### config.mk
export PLATFORM = sky130hd
export DESIGN_NAME = regfile_write_arbiter
export DESIGN_NICKNAME = d
export VERILOG_FILES = /design/src/rtl/rfw_pkg.sv /design/src/rtl/rfw_fifo.sv /design/src/rtl/regfile_write_arbiter.sv
export SDC_FILE = /design/constraint.sdc
export NUM_CORES = 1
export LEC_CHECK = 0
export ABC_AREA = 1
export BUFFER_PORTS_ARGS = -buffer_cell sky130_fd_sc_hd__buf_2
export CORE_MARGIN = 2
export CORE_UTILIZATION = 33
export DETAILED_ROUTE_END_ITERATION = 10
export PLACE_DENSITY = 0.5
export SLEW_MARGIN = 20
export SYNTH_ARGS = -nofsm -noshare
export SYNTH_HDL_FRONTEND = slang
export SYNTH_HIERARCHICAL = 1
export SYNTH_SLANG_ARGS = --single-unit
### constraint.sdc
create_clock -name clk -period 12.06 [get_ports clk]
set_clock_uncertainty 0.15 [all_clocks]
set_input_delay 2.412 -clock clk [delete_from_list [all_inputs] [get_ports clk]]
set_output_delay 2.412 -clock clk [all_outputs]
set_load 0.01 [all_outputs]
### src/rtl/rfw_pkg.sv
// Shared types and helpers for the register-file write arbiter.
package rfw_pkg;

    localparam int RFW_WIDTH      = 32;
    localparam int RFW_SIZE       = 64;
    localparam int RFW_AW         = $clog2(RFW_SIZE);
    localparam int RFW_FIFO_DEPTH = 4;

    typedef struct packed {
        logic [RFW_AW-1:0]    addr;
        logic [RFW_WIDTH-1:0] data;
    } rfw_entry_t;

    // One extra pointer bit distinguishes full from empty when the low bits match.
    function automatic int rfw_ptr_w(input int depth);
        return $clog2(depth) + 1;
    endfunction

endpackage

### src/rtl/rfw_fifo.sv
// Per-source writeback FIFO: power-of-2 depth, wrap-bit pointers, registered head.
module rfw_fifo
    import rfw_pkg::*;
#(
    parameter int  DEPTH   = RFW_FIFO_DEPTH,
    parameter type entry_t = rfw_entry_t
) (
    input  logic   clk,
    input  logic   rst_n,
    input  logic   push,
    input  logic   pop,
    input  entry_t din,
    output logic   full,
    output logic   empty,
    output entry_t head
);

    localparam int PW = rfw_ptr_w(DEPTH);

    entry_t        mem [DEPTH];
    logic [PW-1:0] wr_ptr;
    logic [PW-1:0] rd_ptr;

    assign full  = (wr_ptr[PW-1] != rd_ptr[PW-1]) && (wr_ptr[PW-2:0] == rd_ptr[PW-2:0]);
    assign empty = (wr_ptr == rd_ptr);
    assign head  = mem[rd_ptr[PW-2:0]];

    always_ff @(posedge clk or negedge rst_n) begin
        if (!rst_n) begin
            wr_ptr <= '0;
            rd_ptr <= '0;
        end else begin
            if (push && !full)
                wr_ptr <= wr_ptr + PW'(1);
            if (pop && !empty)
                rd_ptr <= rd_ptr + PW'(1);
        end
    end

    // Storage carries no reset; only the pointers define which entries are live.
    always_ff @(posedge clk) begin
        if (push && !full)
            mem[wr_ptr[PW-2:0]] <= din;
    end

endmodule

### src/rtl/regfile_write_arbiter.sv
// Buffers writebacks from NUM_SRC producers and issues up to NUM_WRITE RegFile writes per cycle.
// Optional macro RFW_COLLISION_AVOID_EN holds back heads whose address is being read this cycle.
module regfile_write_arbiter
    import rfw_pkg::*;
#(
    parameter int  WIDTH      = RFW_WIDTH,
    parameter int  SIZE       = RFW_SIZE,
    parameter int  NUM_SRC    = 4,
    parameter int  NUM_WRITE  = 2,
    parameter int  NUM_READ   = 8,
    parameter int  FIFO_DEPTH = RFW_FIFO_DEPTH,
    localparam int AW         = $clog2(SIZE)
) (
    input  logic                              clk,
    input  logic                              rst_n,
    input  logic [NUM_SRC-1:0]                IN_valid,
    input  logic [NUM_SRC-1:0][AW-1:0]        IN_addr,
    input  logic [NUM_SRC-1:0][WIDTH-1:0]     IN_data,
    output logic [NUM_SRC-1:0]                OUT_ready,
    input  logic [NUM_READ-1:0]               IN_re,
    input  logic [NUM_READ-1:0][AW-1:0]       IN_raddr,
    output logic [NUM_WRITE-1:0]              OUT_we,
    output logic [NUM_WRITE-1:0][AW-1:0]      OUT_waddr,
    output logic [NUM_WRITE-1:0][WIDTH-1:0]   OUT_wdata,
    output logic                              OUT_idle
);

    localparam int SW = (NUM_SRC > 1) ? $clog2(NUM_SRC) : 1;

    typedef struct packed {
        logic [AW-1:0]    addr;
        logic [WIDTH-1:0] data;
    } entry_t;

    entry_t             din   [NUM_SRC];
    entry_t             head  [NUM_SRC];
    logic [NUM_SRC-1:0] full;
    logic [NUM_SRC-1:0] empty;
    logic [NUM_SRC-1:0] push;
    logic [NUM_SRC-1:0] pop;
    logic [NUM_SRC-1:0] elig;
    logic [SW-1:0]      rr_ptr;
    logic [SW-1:0]      rr_next;
    logic [SW-1:0]      idx;
    logic               hit;
    int                 n_grant;

    for (genvar g = 0; g < NUM_SRC; g++) begin : g_src
        assign push[g] = IN_valid[g] & ~full[g];
        assign din[g]  = '{addr: IN_addr[g], data: IN_data[g]};

        rfw_fifo #(
            .DEPTH   (FIFO_DEPTH),
            .entry_t (entry_t)
        ) u_fifo (
            .clk   (clk),
            .rst_n (rst_n),
            .push  (push[g]),
            .pop   (pop[g]),
            .din   (din[g]),
            .full  (full[g]),
            .empty (empty[g]),
            .head  (head[g])
        );
    end

    assign OUT_ready = ~full;
    assign OUT_idle  = &empty;

`ifdef RFW_COLLISION_AVOID_EN
    always_comb begin
        elig = ~empty;
        for (int s = 0; s < NUM_SRC; s++) begin
            for (int j = 0; j < NUM_READ; j++) begin
                if (IN_re[j] && (IN_raddr[j] == head[s].addr))
                    elig[s] = 1'b0;
            end
        end
    end
`else
    logic unused_rd;
    assign unused_rd = ^{IN_re, IN_raddr};
    assign elig      = ~empty;
`endif

    // Rotating scan from rr_ptr; grant k lands on port k, same-address heads wait a cycle.
    always_comb begin
        pop       = '0;
        OUT_we    = '0;
        OUT_waddr = 'x;
        OUT_wdata = 'x;
        rr_next   = rr_ptr;
        idx       = rr_ptr;
        hit       = 1'b0;
        n_grant   = 0;
        for (int k = 0; k < NUM_SRC; k++) begin
            idx = SW'((int'(rr_ptr) + k) % NUM_SRC);
            hit = 1'b0;
            for (int p = 0; p < NUM_WRITE; p++) begin
                if ((p < n_grant) && (OUT_waddr[p] == head[idx].addr))
                    hit = 1'b1;
            end
            if ((n_grant < NUM_WRITE) && elig[idx] && !hit) begin
                for (int p = 0; p < NUM_WRITE; p++) begin
                    if (p == n_grant) begin
                        OUT_we[p]    = 1'b1;
                        OUT_waddr[p] = head[idx].addr;
                        OUT_wdata[p] = head[idx].data;
                    end
                end
                pop[idx] = 1'b1;
                rr_next  = (idx == SW'(NUM_SRC - 1)) ? '0 : idx + SW'(1);
                n_grant  = n_grant + 1;
            end
        end
    end

    always_ff @(posedge clk or negedge rst_n) begin
        if (!rst_n)
            rr_ptr <= '0;
        else
            rr_ptr <= rr_next;
    end

endmodule
* Yosys cells after proc, flatten, opt, wreduce, memory -nomap -nowiden *
Memory sizes are Yosys's and may differ from the RTL's.
Index checks and enable logic that the tools add are counted.

storage, ports and cells
  latch bits = 0
  memory bits (writable) = 608
  ROM bits = 0
  output and inout bits = 83
  flip-flop bits (word level) = 26
  memories = 4

memories
  memory               depth  width  read ports  clocked after memory_dff  write ports  line            RTL
  g_src[0].u_fifo.mem  4      38     1           0                         1            rfw_fifo.sv:20  entry_t mem [DEPTH];
  g_src[1].u_fifo.mem  4      38     1           0                         1            rfw_fifo.sv:20
  g_src[2].u_fifo.mem  4      38     1           0                         1            rfw_fifo.sv:20
  g_src[3].u_fifo.mem  4      38     1           0                         1            rfw_fifo.sv:20

operators by class
  muxes and demuxes = 87
  $add $sub $neg = 17
  bitwise logic cells = 17
  shifts and indexed selects = 0
  div/mod/pow operators = 0
  reductions and logical operators = 44
  $mul = 0
  $lt $le $gt $ge = 21
  equal/unequal tests = 25

operators by type and width
  cell                                                                   count
  38-bit binary-select mux with 2-bit select                             4
  38-bit 2-to-1 mux                                                      8
  32-bit 2-to-1 mux                                                      9
  64-bit 2-to-1 mux                                                      3
  2-bit by 32-bit == test with 1-bit output, first input constant        3
  32-bit zero test                                                       3
  1-bit by 32-bit < comparator with 1-bit output, first input constant   3
  2-bit by 32-bit < comparator with 1-bit output, first input constant   3
  32-bit by 3-bit < comparator with 1-bit output, second input constant  3
  32-bit by 2-bit adder with 32-bit output, second input constant        2
  6-bit 2-to-1 mux                                                       7
  12-bit 2-to-1 mux                                                      3
  6-bit == test                                                          5
  1-bit 2-to-1 mux                                                       30
  1-bit logical AND                                                      28
  3-bit by 1-bit adder with 3-bit output, second input constant          8
  2-bit 2-to-1 mux                                                       11
  4-bit 2-to-1 mux                                                       4
  3-bit == test                                                          4
  3-bit >= comparator, second input constant                             4
  2-bit by 3-bit < comparator with 1-bit output, second input constant   4
  2-bit NOT with 3-bit output                                            4
  4-bit OR                                                               3
  1-bit zero test                                                        11
  other kinds (14)                                                       44

* Logic depth before layout (Yosys ltp) *
  depth after elaboration = 27
  gate-level depth with buffers = 35
  gate-level depth less buffers = 31

* By module *
Netlist, hierarchy kept.

by module, submodules not included
  module                           instances  area an instance (um^2)  sequential area each (um^2)  cells an instance
  rfw_fifo at g_src[0].u_fifo ...  3          6115.9                   4714.5                       429
  regfile_write_arbiter            1          6969.2                   50.0                         1329
  rfw_fifo at g_src[1].u_fifo      1          6042.0                   4714.5                       428

* Least setup slack after synthesis *
No wires, ideal clock.

  kind = register to output
  start point = reg rr_ptr[1]
  end point = out OUT_waddr[11] in the netlist's numbering
  path slack = 4406 ps
  cell stages (with the launch flop) = 33
  buffers on the path = 7
  required time = 9498 ps
  arrival = 5092 ps
  cells stage by stage = dfrtp_1 -> inv_2 -> buf_2 -> clkbuf_1 -> clkbuf_1 -> clkbuf_1 -> ha_1 -> inv_1 -> buf_2 -> nand3_1 -> nand2_1 -> nand2_1 -> nand2_1 -> nand2_1 -> nor2_2 -> nand2_4 -> nand2_4 -> buf_6 -> inv_1 -> ha_1 -> a211oi_2 -> nand2_1 -> nand3_1 -> o21ai_0 -> xor2_1 -> nor2_1 -> nand2_1 -> nor2_1 -> inv_2 -> nand3_1 -> inv_1 -> buf_2 -> o21ai_0

RTL lines
  what                      line                          RTL
  start: declaration        regfile_write_arbiter.sv:42   logic [SW-1:0] rr_ptr;
  start signal: assignment  regfile_write_arbiter.sv:122  rr_ptr <= rr_next;
  end: declaration          regfile_write_arbiter.sv:23   output logic [NUM_WRITE-1:0][AW-1:0] OUT_waddr,

==> flow_summary.yaml <==
setup_path:
  cp.required_ns: 9.50
  critical_path.max_fanout: 54
  critPathKind: "register to primary output"
  cpMostUsedCell: "nand2_1"
  cpMaxStageDelayCell: "dfrtp_4"
  crit_arrival_ns: 7.57
  critPathLaunchType: "register"
  cp-end-kind: "primary output"
  critPathBufInv: 5
  path_delay_family: "simple AND/OR/NAND/NOR gates"
  slowest_delay_ns: 0.93
clocking:
  clock_path_buffers: 3
  clock-sinks: 634
  clk_pin_slew_ns: 0.06
  cts_resized: 0
  clk-insertion-delay-late_ns: 0.61
  cts_htree_levels: 3
  post-cts-setup-buffer-count: 0
  cts_root_buffer: "clkbuf_16"
  postCtsHoldBufs: 0
  numCtsBuffers: 71
  cts_tree: "built"
route:
  drc_errors: 0
  drt_pass1_iterations: 5
  vias_per_cell: 5.027
  wire_per_inst_um: 21.14
  vias: 22683
  final_antenna_net_count: 0
  drtIter0Drc: 1483
  finalWirelength_um: 95380
synth:
  ys_seq_area_share_pct: 60.30
  syn_inst: 3044
  synth_area_leaders: "edfxtp_1, o21ai_0, nand2_1"
  yosysMostFrequentCell: "edfxtp_1"
  ys_seq_elements: 634
  synth-edff-count: 608
  netlist_area_mm2: 0.03136
  avgSynthCellArea_um2: 10.30
  synth.distinct_cells: 43
  synth_flop_cell: "edfxtp_1"
  ys_async_sr_fraction_pct: 4.101
  synth_fp_nets: 3283
  yosysTopAreaCell: "edfxtp_1"
  synth_warnings: 6
  yosys-top-cells-count: "edfxtp_1, nand2_1, o21ai_0, nor2_1, inv_1"
  yosys.area.top_type_share_pct: 58.22
timing:
  finalCriticalPeriod_ns: 10.13
  timing.final.crit_share_pct: 83.97
  setup-violations-final: 0
  rsz0062_at_grt: "false"
  drv_slew: 0
  hold_viol: 0
  tns_ns: 0
  worst_pin_slew_ns: 0.9971
  relSlewSlack_pct: 33.53
  max_freq_ghz: 0.09875
final_layout:
  layout-drive-gt1-share_pct: 15.44
  multi_input_area_mm2: 0.01069
  fill_cells: 9399
  regArea_mm2: 0.01892
  nets: 3433
  syn_to_final_growth_pct: 13.61
die:
  num_rows: 113
  start_util_pct: 33.15
  die_w_um: 312.3
  core_area_mm2: 0.09459
  fp.dieH_um: 312.3
  die_area_mm2: 0.09751
  ios: 297
grt:
  grt_usage_pct: 19.12
  first_global_vias: 20870
  grt_max_degree: 118
  grt-ovfl-total: 0
  antenna_found_initial: 35
  grt_first_pass_wirelength_um: 138400
placement:
  gp_congestion: 0.8517
  dp_hpwl_um: 63170
  numPortBuffers: 240
min_path:
  hold_path.class: "register to register"
run:
  cap_violations: 0
status:
  outcome: "completed"
final cells by class:
class / instances / share of cell area [%]
Sequential cell: 634 / 53.10
Multi-Input combinational cell: 2025 / 29.99
Clock buffer: 92 / 5.384
Tap cell: 1265 / 4.443
Timing Repair Buffer: 280 / 4.214
Inverter: 182 / 1.974
Clock inverter: 32 / 0.8850
Antenna cell: 2 / 0.01405
cells in the final DEF, fill, tap and decap left out, types with 14 or more instances in the layout:
cell type / instances
buf_2: 240
buf_4: 40
clkbuf_1: 17
clkbuf_16: 73
dfrtp_1: 21
edfxtp_1: 608
ha_1: 24
inv_1: 163
mux2i_1: 128
nand2_1: 520
nand3_1: 157
nor2_1: 322
nor2_4: 14
o211ai_1: 32
o21ai_0: 490
o21ai_1: 69
o21ai_2: 20
o22ai_1: 152
or2_2: 32
stage by stage:
| step | cells | cell area (um2) | util, % | worst slack, ns | hold WS (ns) |
|---|---|---|---|---|---|
| 2_1_floorplan | 3044 | 31360 | - | 4.406 | 0.3337 |
| 3_3_place_gp | 4386 | 33390 | 35.30 | 2.589 | 0.3612 |
| 3_5_place_dp | 4386 | 33390 | 35.30 | 2.624 | 0.3617 |
| 4_1_cts | 4510 | 35620 | 37.66 | 1.936 | 0.3773 |
| 5_1_grt | 4510 | 35620 | 37.66 | 1.357 | 0.3931 |
| 6_report | 4512 | 35630 | 37.67 | 1.933 | 0.3770 |
per-layer routing:
layer	GRT usage, %	vias to the layer above	share of wire (%)
li1	-	11077	-
met1	24.00	10883	42
met2	33.27	531	49
met3	4.273	156	6.3
met4	4.797	36	2.3
met5	0	-	0.23
cells by family after synthesis:
| kind of cell | after synthesis | synth area share, % |
|---|---|---|
| xor+xnor | 16 | 0.6264 |
| flops | 634 | 60.30 |
| buf+inv | 385 | 5.997 |
| compound gates | 776 | 13.61 |
| fa+ha+maj | 25 | 0.9975 |
| simple gates | 1080 | 14.39 |
| mux | 128 | 4.086 |
flip-flops by register name, indices dropped and copies added, names as in the netlist:
signal               cells
rr_ptr                   2
g_src.u_fifo/mem       608
g_src.u_fifo/rd_ptr     12
g_src.u_fifo/wr_ptr     12
tightest hold or removal path: stages (launching register included):
cell and delay [ns]:
dfrtp_1 0.38, nand2_1 0.07, nand2_1 0.05
path summary, 6_finish.rpt:
check	start	endpoint	slack [ns]	cells past startpoint
max	rr_ptr[0]$_DFFE_PN0P_	OUT_wdata[13]	1.93	27
min	g_src[2].u_fifo/wr_ptr[2]$_DFFE_PN0P_	g_src[2].u_fifo/wr_ptr[2]$_DFFE_PN0P_	0.38	2
max reg2reg	rr_ptr[0]$_DFFE_PN0P_	g_src[0].u_fifo/rd_ptr[1]$_DFFE_PN0P_	5.37	28
min reg2reg	g_src[2].u_fifo/wr_ptr[2]$_DFFE_PN0P_	g_src[2].u_fifo/wr_ptr[2]$_DFFE_PN0P_	0.38	2
max in group asynchronous	rst_n	rr_ptr[0]$_DFFE_PN0P_	9.45	1
min in group asynchronous	rst_n	g_src[3].u_fifo/wr_ptr[0]$_DFFE_PN0P_	1.72	1
Power is not shown: default switching activity piles up to over one toggle a cycle in this logic, so the estimate is an artifact.
